File: src/rtl/tft_spi_byte_receiver_pkg.sv
// Shared constants and types for the TFT SPI byte receiver.
package tft_spi_byte_receiver_pkg;

  localparam int   TFT_BYTE_W = 8;
  localparam int   TFT_WORD_W = 9;
  localparam int   TFT_DC_BIT = 8;
  localparam logic TFT_CMD    = 1'b0;
  localparam logic TFT_DATA   = 1'b1;

  typedef enum logic {
    ST_IDLE  = 1'b0,
    ST_SHIFT = 1'b1
  } rx_state_t;

  function automatic logic [TFT_WORD_W-1:0] tft_pack(input logic dc,
                                                     input logic [TFT_BYTE_W-1:0] b);
    return {dc, b};
  endfunction

endpackage

File: src/rtl/tft_spi_byte_receiver_if.sv
// Receive-side stream: {DC, byte} words with a valid/ready handshake.
interface tft_spi_byte_receiver_if
  import tft_spi_byte_receiver_pkg::*;
  ();

  logic [TFT_WORD_W-1:0] rx_data;
  logic                  rx_valid;
  logic                  rx_ready;

  modport master (output rx_data, output rx_valid, input  rx_ready);
  modport slave  (input  rx_data, input  rx_valid, output rx_ready);

endinterface

File: src/rtl/tft_spi_byte_receiver_fifo.sv
// Show-ahead receive FIFO; a push into a full FIFO is dropped unless a pop coincides.
module tft_rx_fifo #(
  parameter int WIDTH = 9,
  parameter int DEPTH = 4
) (
  input  logic             clk,
  input  logic             rst_n,
  input  logic             push,
  input  logic [WIDTH-1:0] din,
  input  logic             pop,
  output logic [WIDTH-1:0] dout,
  output logic             full,
  output logic             empty
);

  localparam int AW = $clog2(DEPTH);

  logic [WIDTH-1:0] mem [DEPTH];
  logic [AW-1:0]    wptr;
  logic [AW-1:0]    rptr;
  logic [AW:0]      count;
  logic             do_push;
  logic             do_pop;

  assign empty   = (count == '0);
  assign full    = (count == (AW+1)'(DEPTH));
  assign do_pop  = pop && !empty;
  assign do_push = push && (!full || do_pop);
  assign dout    = empty ? '0 : mem[rptr];

  always_ff @(posedge clk) begin
    if (do_push) mem[wptr] <= din;
  end

  always_ff @(posedge clk or negedge rst_n) begin
    if (!rst_n) begin
      wptr  <= '0;
      rptr  <= '0;
      count <= '0;
    end else begin
      if (do_push) wptr <= wptr + 1'b1;
      if (do_pop)  rptr <= rptr + 1'b1;
      case ({do_push, do_pop})
        2'b10:   count <= count + 1'b1;
        2'b01:   count <= count - 1'b1;
        default: count <= count;
      endcase
    end
  end

endmodule

File: src/rtl/tft_spi_byte_receiver.sv
// SPI mode-0 byte receiver for a TFT command/data link, oversampled on spiClk.
module tft_spi_byte_receiver
  import tft_spi_byte_receiver_pkg::*;
#(
  parameter int FIFO_DEPTH = 4
) (
  input  logic                       spiClk,
  input  logic                       reset_n,
  input  logic                       tft_sck,
  input  logic                       tft_sdi,
  input  logic                       tft_dc,
  input  logic                       tft_cs,
  tft_spi_byte_receiver_if.master    rx,
  output logic                       frame_err,
  output logic                       overflow,
  output logic                       busy
);

  logic [1:0] sck_s, sdi_s, dc_s, cs_s;
  logic       sync_sck, sync_sdi, sync_dc, sync_cs;
  logic       sck_prev;
  logic       sck_rise;
  logic [1:0] live_sr;
  logic       cs_armed;
  logic       cs_fall;

  rx_state_t             state, state_nx;
  logic [2:0]            cnt, cnt_nx;
  logic [TFT_BYTE_W-1:0] shreg, shreg_nx;
  logic                  push_req, push_nx;
  logic [TFT_WORD_W-1:0] push_word, word_nx;
  logic                  ferr_nx;
  logic                  fifo_full, fifo_empty, pop;

  assign sync_sck = sck_s[1];
  assign sync_sdi = sdi_s[1];
  assign sync_dc  = dc_s[1];
  assign sync_cs  = cs_s[1];

  always_ff @(posedge spiClk or negedge reset_n) begin
    if (!reset_n) begin
      sck_s    <= '0;
      sdi_s    <= '0;
      dc_s     <= '0;
      cs_s     <= '1;
      sck_prev <= 1'b0;
      live_sr  <= '0;
      cs_armed <= 1'b0;
    end else begin
      sck_s    <= {sck_s[0], tft_sck};
      sdi_s    <= {sdi_s[0], tft_sdi};
      dc_s     <= {dc_s[0],  tft_dc};
      cs_s     <= {cs_s[0],  tft_cs};
      sck_prev <= sync_sck;
      live_sr  <= {live_sr[0], 1'b1};
      // Only arm once the synchroniser holds real samples, so a CS already
      // low at reset release is not mistaken for a fresh falling edge.
      cs_armed <= live_sr[1] && sync_cs;
    end
  end

  assign sck_rise = sync_sck && !sck_prev;
  assign cs_fall  = cs_armed && !sync_cs;

  always_ff @(posedge spiClk or negedge reset_n) begin
    if (!reset_n) begin
      state     <= ST_IDLE;
      cnt       <= '0;
      shreg     <= '0;
      push_req  <= 1'b0;
      push_word <= '0;
      frame_err <= 1'b0;
    end else begin
      state     <= state_nx;
      cnt       <= cnt_nx;
      shreg     <= shreg_nx;
      push_req  <= push_nx;
      push_word <= word_nx;
      frame_err <= ferr_nx;
    end
  end

  always_comb begin
    state_nx = state;
    cnt_nx   = cnt;
    shreg_nx = shreg;
    push_nx  = 1'b0;
    word_nx  = push_word;
    ferr_nx  = 1'b0;
    case (state)
      ST_IDLE: begin
        cnt_nx = '0;
        if (cs_fall) state_nx = ST_SHIFT;
      end
      ST_SHIFT: begin
        if (sync_cs) begin
          state_nx = ST_IDLE;
          ferr_nx  = (cnt != '0);
          cnt_nx   = '0;
        end else if (sck_rise) begin
          shreg_nx = {shreg[TFT_BYTE_W-2:0], sync_sdi};
          cnt_nx   = cnt + 3'd1;
          if (cnt == 3'd7) begin
            push_nx = 1'b1;
            word_nx = tft_pack(sync_dc, {shreg[TFT_BYTE_W-2:0], sync_sdi});
          end
        end
      end
      default: state_nx = ST_IDLE;
    endcase
  end

  assign busy        = (state == ST_SHIFT);
  assign rx.rx_valid = !fifo_empty;
  assign pop         = rx.rx_valid && rx.rx_ready;

  always_ff @(posedge spiClk or negedge reset_n) begin
    if (!reset_n)                           overflow <= 1'b0;
    else if (push_req && fifo_full && !pop) overflow <= 1'b1;
  end

  tft_rx_fifo #(
    .WIDTH (TFT_WORD_W),
    .DEPTH (FIFO_DEPTH)
  ) u_fifo (
    .clk   (spiClk),
    .rst_n (reset_n),
    .push  (push_req),
    .din   (push_word),
    .pop   (pop),
    .dout  (rx.rx_data),
    .full  (fifo_full),
    .empty (fifo_empty)
  );

endmodule

File: src/flat_wrapper.sv
// flat-port wrapper written by rule: the top's interface ports become plain ports
module tft_spi_byte_receiver_flat import tft_spi_byte_receiver_pkg::*;
#(
  parameter int FIFO_DEPTH = 4
)
  (spiClk, reset_n, tft_sck, tft_sdi, tft_dc, tft_cs, frame_err, overflow, busy, rx_rx_data, rx_rx_valid, rx_rx_ready);
  tft_spi_byte_receiver_if rx_i ();
  input  logic spiClk;
  input  logic reset_n;
  input  logic tft_sck;
  input  logic tft_sdi;
  input  logic tft_dc;
  input  logic tft_cs;
  output logic frame_err;
  output logic overflow;
  output logic busy;
  output wire logic [$bits(rx_i.rx_data)-1:0] rx_rx_data;
  output wire logic [$bits(rx_i.rx_valid)-1:0] rx_rx_valid;
  input wire logic [$bits(rx_i.rx_ready)-1:0] rx_rx_ready;
  assign rx_rx_data = rx_i.rx_data;
  assign rx_rx_valid = rx_i.rx_valid;
  assign rx_i.rx_ready = rx_rx_ready;
  tft_spi_byte_receiver #(.FIFO_DEPTH(FIFO_DEPTH)) u_core (.spiClk(spiClk), .reset_n(reset_n), .tft_sck(tft_sck), .tft_sdi(tft_sdi), .tft_dc(tft_dc), .tft_cs(tft_cs), .rx(rx_i), .frame_err(frame_err), .overflow(overflow), .busy(busy));
endmodule
File: config.mk
export PLATFORM = sky130hd
export DESIGN_NAME = tft_spi_byte_receiver_flat
export DESIGN_NICKNAME = d
export VERILOG_FILES = /design/src/rtl/tft_spi_byte_receiver_pkg.sv /design/src/rtl/tft_spi_byte_receiver_if.sv /design/src/rtl/tft_spi_byte_receiver_fifo.sv /design/src/rtl/tft_spi_byte_receiver.sv /design/src/flat_wrapper.sv
export SDC_FILE = /design/constraint.sdc
export NUM_CORES = 1
export LEC_CHECK = 0
export ABC_AREA = 1
export BUFFER_PORTS_ARGS = -buffer_cell sky130_fd_sc_hd__buf_4
export CAP_MARGIN = 40
export CORE_MARGIN = 4
export CORE_UTILIZATION = 42
export DETAILED_ROUTE_END_ITERATION = 16
export GPL_ROUTABILITY_DRIVEN = 0
export PLACE_DENSITY_LB_ADDON = 0.08
export SETUP_SLACK_MARGIN = 0.15
export SYNTH_ARGS = -nofsm -noshare
export SYNTH_HDL_FRONTEND = slang
export SYNTH_SLANG_ARGS = --single-unit
File: constraint.sdc
create_clock -name spiClk -period 4.15 [get_ports spiClk]
set_clock_uncertainty 0.1 [all_clocks]
set_input_delay 0.2075 -clock spiClk [delete_from_list [all_inputs] [get_ports spiClk]]
set_output_delay 0.2075 -clock spiClk [all_outputs]
set_load 0.1 [all_outputs]
==> impl_metrics.csv <==
group,metric,value,unit
global_route,grt_max_degree,43,
synth,syn-mean-instance-area,11.5,µm²
finish,multiInputGateArea,793,µm²
finish,commonest_cells_after_routing_fill_and_taps_aside,"52 x nor2_1, 40 x dfrtp_1, 36 x edfxtp_1",
worst_setup_path,reg2regPathDepth,5,
sta,worst_slack,1.76,ns
worst_setup_path,critical-path-slowest-cell,"dfrtp_1",
clocking,clock_insertion_delay_worst_skew,0.33,ns
finish,register_area,0.00213,mm²
sta,final.setup.tns,0,ns
global_route,via_count_of_the_first_global_routing_pass,1761,
worst_setup_path,crit_path_end_kind,"primary output",
sta,setup_violations,0,
worst_setup_path,timing.critical_path.cells,"clkinv_1, nor2_1, o21ai_0, a21oi_1, buf_4",
floorplan,num_rows,31,
pwr,worst_ir_drop_vdd,0.000202,V
placement,dp_hpwl,3.26,mm
clocking,cts.sinks,78,
floorplan,ios,20,
min_path,hold_path_class,"input port to register",
global_route,grt_overflow_total,0,
finish,antenna_cells,0,
finish,fillCellCount,669,
floorplan,floorplan.die.width,93.8,µm
clocking,clk_pin_slew,0.07,ns
placement,pre_cts_ws,2.06,ns
sta,finalHoldViolCount,0,
drt,route.antenna.remaining_nets,0,
sta,fmax,419,MHz
synth,netlist_instances,268,
min_path,timing.hold.worst.start,"rx_rx_ready",
finish,final_net_count,313,
drt,avg_vias_per_cell,4.57,
finish,mostFrequentLayoutCell,"nor2_1",
synth,yosys_register_bits,78,
worst_setup_path,timing.reg2reg.setup_slack,2.24,ns
sta,final_period_minus_worst_setup_slack,2.39,ns
drt,wl,5.03,mm
pwr,power_per_unit_of_standard_cell_area,669,mW/mm²
sta,worst_slew_pin_tran,0.814,ns
floorplan,initial_utilization,0.429,
sta,unrepaired_setup_endpoints_after_global_routing,"false",
clocking,numCtsBuffers,9,
synth,synth.net_count,283,
drt,wl_per_cell,12.5,µm
pwr,power_leakage,1.62,nW
worst_setup_path,critPathBufInv,2,
min_path,hold_path_depth,3,
drt,drc,0,
global_route,antenna_found_initial,0,
sta,period_share,0.575,
worst_setup_path,r2r-start,"u_core.u_fifo.count[2]$_DFFE_PN0P_",
worst_setup_path,timing.critical_path.fanout_max,11,
drt,dr_total_vias,1838,
drt,drt_iter0_markers,87,
outcome,result_of_the_run,"complete, no violations",
synth,seq_area_frac_synth,0.690,
floorplan,design.die.area,0.00880,mm²
clocking,cts_tree,"done",
worst_setup_path,regToRegEndpoint,"u_core.u_fifo.mem[0][8]$_DFFE_PP_",
worst_setup_path,setup.worst_path.class,"register to primary output",
sta,slew_headroom,0.455,
clocking,max-clock-path-buffers,2,
worst_setup_path,required,3.84,ns
finish,area_growth_syn_to_layout,15.1,%
synth,ys.flop_type,"dfrtp_1",
clocking,cts_repair_resize_count,0,
clocking,cts-root-buf,"clkbuf_8",
worst_setup_path,crit_path_start_kind,"register",
worst_setup_path,top_family_by_delay_on_critical_path,"buffers and inverters",
clocking,h_tree_depth,3,
global_route,grt.total_usage,0.130,
run,maxCapViolCount,0,
min_path,whs_endpoint,"u_core.u_fifo.rptr[0]$_DFFE_PN0N_",
global_route,wire_length_of_the_first_global_routing_pass,8.47,mm
synth,number_of_enable_type_register_cells_in_the_synthesized_netlist,36,
floorplan,core_area,0.00721,mm²
finish,final_core_utilization,0.494,
synth,async_flop_share,0.538,
sta,final-max-slew-violation-count,0,
synth,yosysUniqueCellTypes,30,
finish,layout-drive-gt1-share,0.155,
floorplan,die_y,93.8,µm
worst_setup_path,critical_path.max_stage_delay,0.61,ns
worst_setup_path,worst-endpoint-arrival,2.08,ns
drt,drt_pass1_iterations,4,
synth,synth_warnings,0,
synth,synthesis.area,0.00309,mm²
placement,port_buffers,19,
[tightest hold or removal path: stages]
cell	delay, ns
buf_4	0.11
a21oi_1	0.06
nor2_1	0.07
[logic make-up after synthesis]
kind of cell	Yosys count	synth area share
buf+inv	38	0.0538
compound gates	53	0.0882
simple gates	87	0.124
fa+ha+maj	8	0.0348
xor+xnor	3	0.00849
other cells	1	0.00121
flops	78	0.690
[worst max-delay path by stage]
stage | start | endpoint | cells after the start
floorplan | u_core.u_fifo.count[0]$_DFFE_PN0P_ | rx_rx_data[0] | 4
global route | u_core.u_fifo.rptr[0]$_DFFE_PN0N_ | rx_rx_data[2] | 4
detailed placement | u_core.u_fifo.rptr[1]$_DFFE_PN0N_ | rx_rx_data[8] | 5
global placement | u_core.u_fifo.rptr[1]$_DFFE_PN0N_ | rx_rx_data[8] | 5
CTS | u_core.u_fifo.rptr[1]$_DFFE_PN0N_ | rx_rx_data[8] | 5
finish | u_core.u_fifo.rptr[1]$_DFFE_PN0N_ | rx_rx_data[8] | 5
[registers in the layout (all words and copies together) (netlist names)]
| name | count |
|---|---|
| u_core.u_fifo.mem | 36 |
| u_core.push_word | 9 |
| u_core.shreg | 7 |
| u_core.cnt | 3 |
| u_core.u_fifo.count | 3 |
| u_core.cs_s | 2 |
| u_core.dc_s | 2 |
| u_core.live_sr | 2 |
| u_core.sck_s | 2 |
| u_core.sdi_s | 2 |
| u_core.u_fifo.rptr | 2 |
| u_core.u_fifo.wptr | 2 |
| u_core.busy | 1 |
| u_core.cs_armed | 1 |
| u_core.frame_err | 1 |
| u_core.overflow | 1 |
| u_core.push_req | 1 |
| u_core.sck_prev | 1 |
[cell type report]
| cell class | instances | area share |
|---|---|---|
| sequential | 78 | 0.599 |
| multi-input combinational | 152 | 0.223 |
| timing repair buffer | 25 | 0.0562 |
| clock buffer | 10 | 0.0358 |
| tap | 99 | 0.0348 |
| inverter | 32 | 0.0337 |
| clock inverter | 6 | 0.0176 |
[synthesized netlist by cell type (2+ instances only)]
cell type,n,area share
nor2_1,52,0.063
dfrtp_1,40,0.32
edfxtp_1,36,0.35
inv_1,29,0.035
o21ai_0,28,0.045
nand2_1,20,0.024
a21oi_1,18,0.029
ha_1,7,0.028
nand2_2,5,0.010
o21ai_1,4,0.0065
nand3_1,3,0.0049
xor2_1,3,0.0085
clkbuf_1,2,0.0024
clkinv_1,2,0.0024
dfstp_2,2,0.017
nand4_1,2,0.0040
nor2_2,2,0.0040
[what timing repair did]
action / CTS / global route
hold buffers: 5 / 0
hold endpoints to repair: 44 / 0
setup buffers: 0 / 0
[report_power, final]
| part | switching (mW) | total, mW | internal (mW) |
|---|---|---|---|
| sequential | 0.0681 | 0.909 | 0.840 |
| clock | 0.264 | 0.540 | 0.276 |
| combinational | 0.724 | 0.936 | 0.212 |
[metal layers]
metal  global-route usage  wire length, µm
met1                0.168             2460
met2                0.200             2370
met3               0.0313              128
met4               0.0722               77
met5                    0                0
[through the flow]
step | cell area [µm²] | power [mW] | hold WS (ns) | std cells
final | 3560 | 2.38 | 0.0612 | 402
after global routing | 3560 | 2.51 | 0.0586 | 402
after CTS | 3550 | 2.41 | 0.0464 | 401
after detailed placement | 3310 | 1.87 | 0.130 | 380
after global placement | 3310 | 1.86 | 0.127 | 380
after floorplan | 3090 | 1.68 | -0.188 | 268
Note: power is estimated with default switching activity, not from simulation.
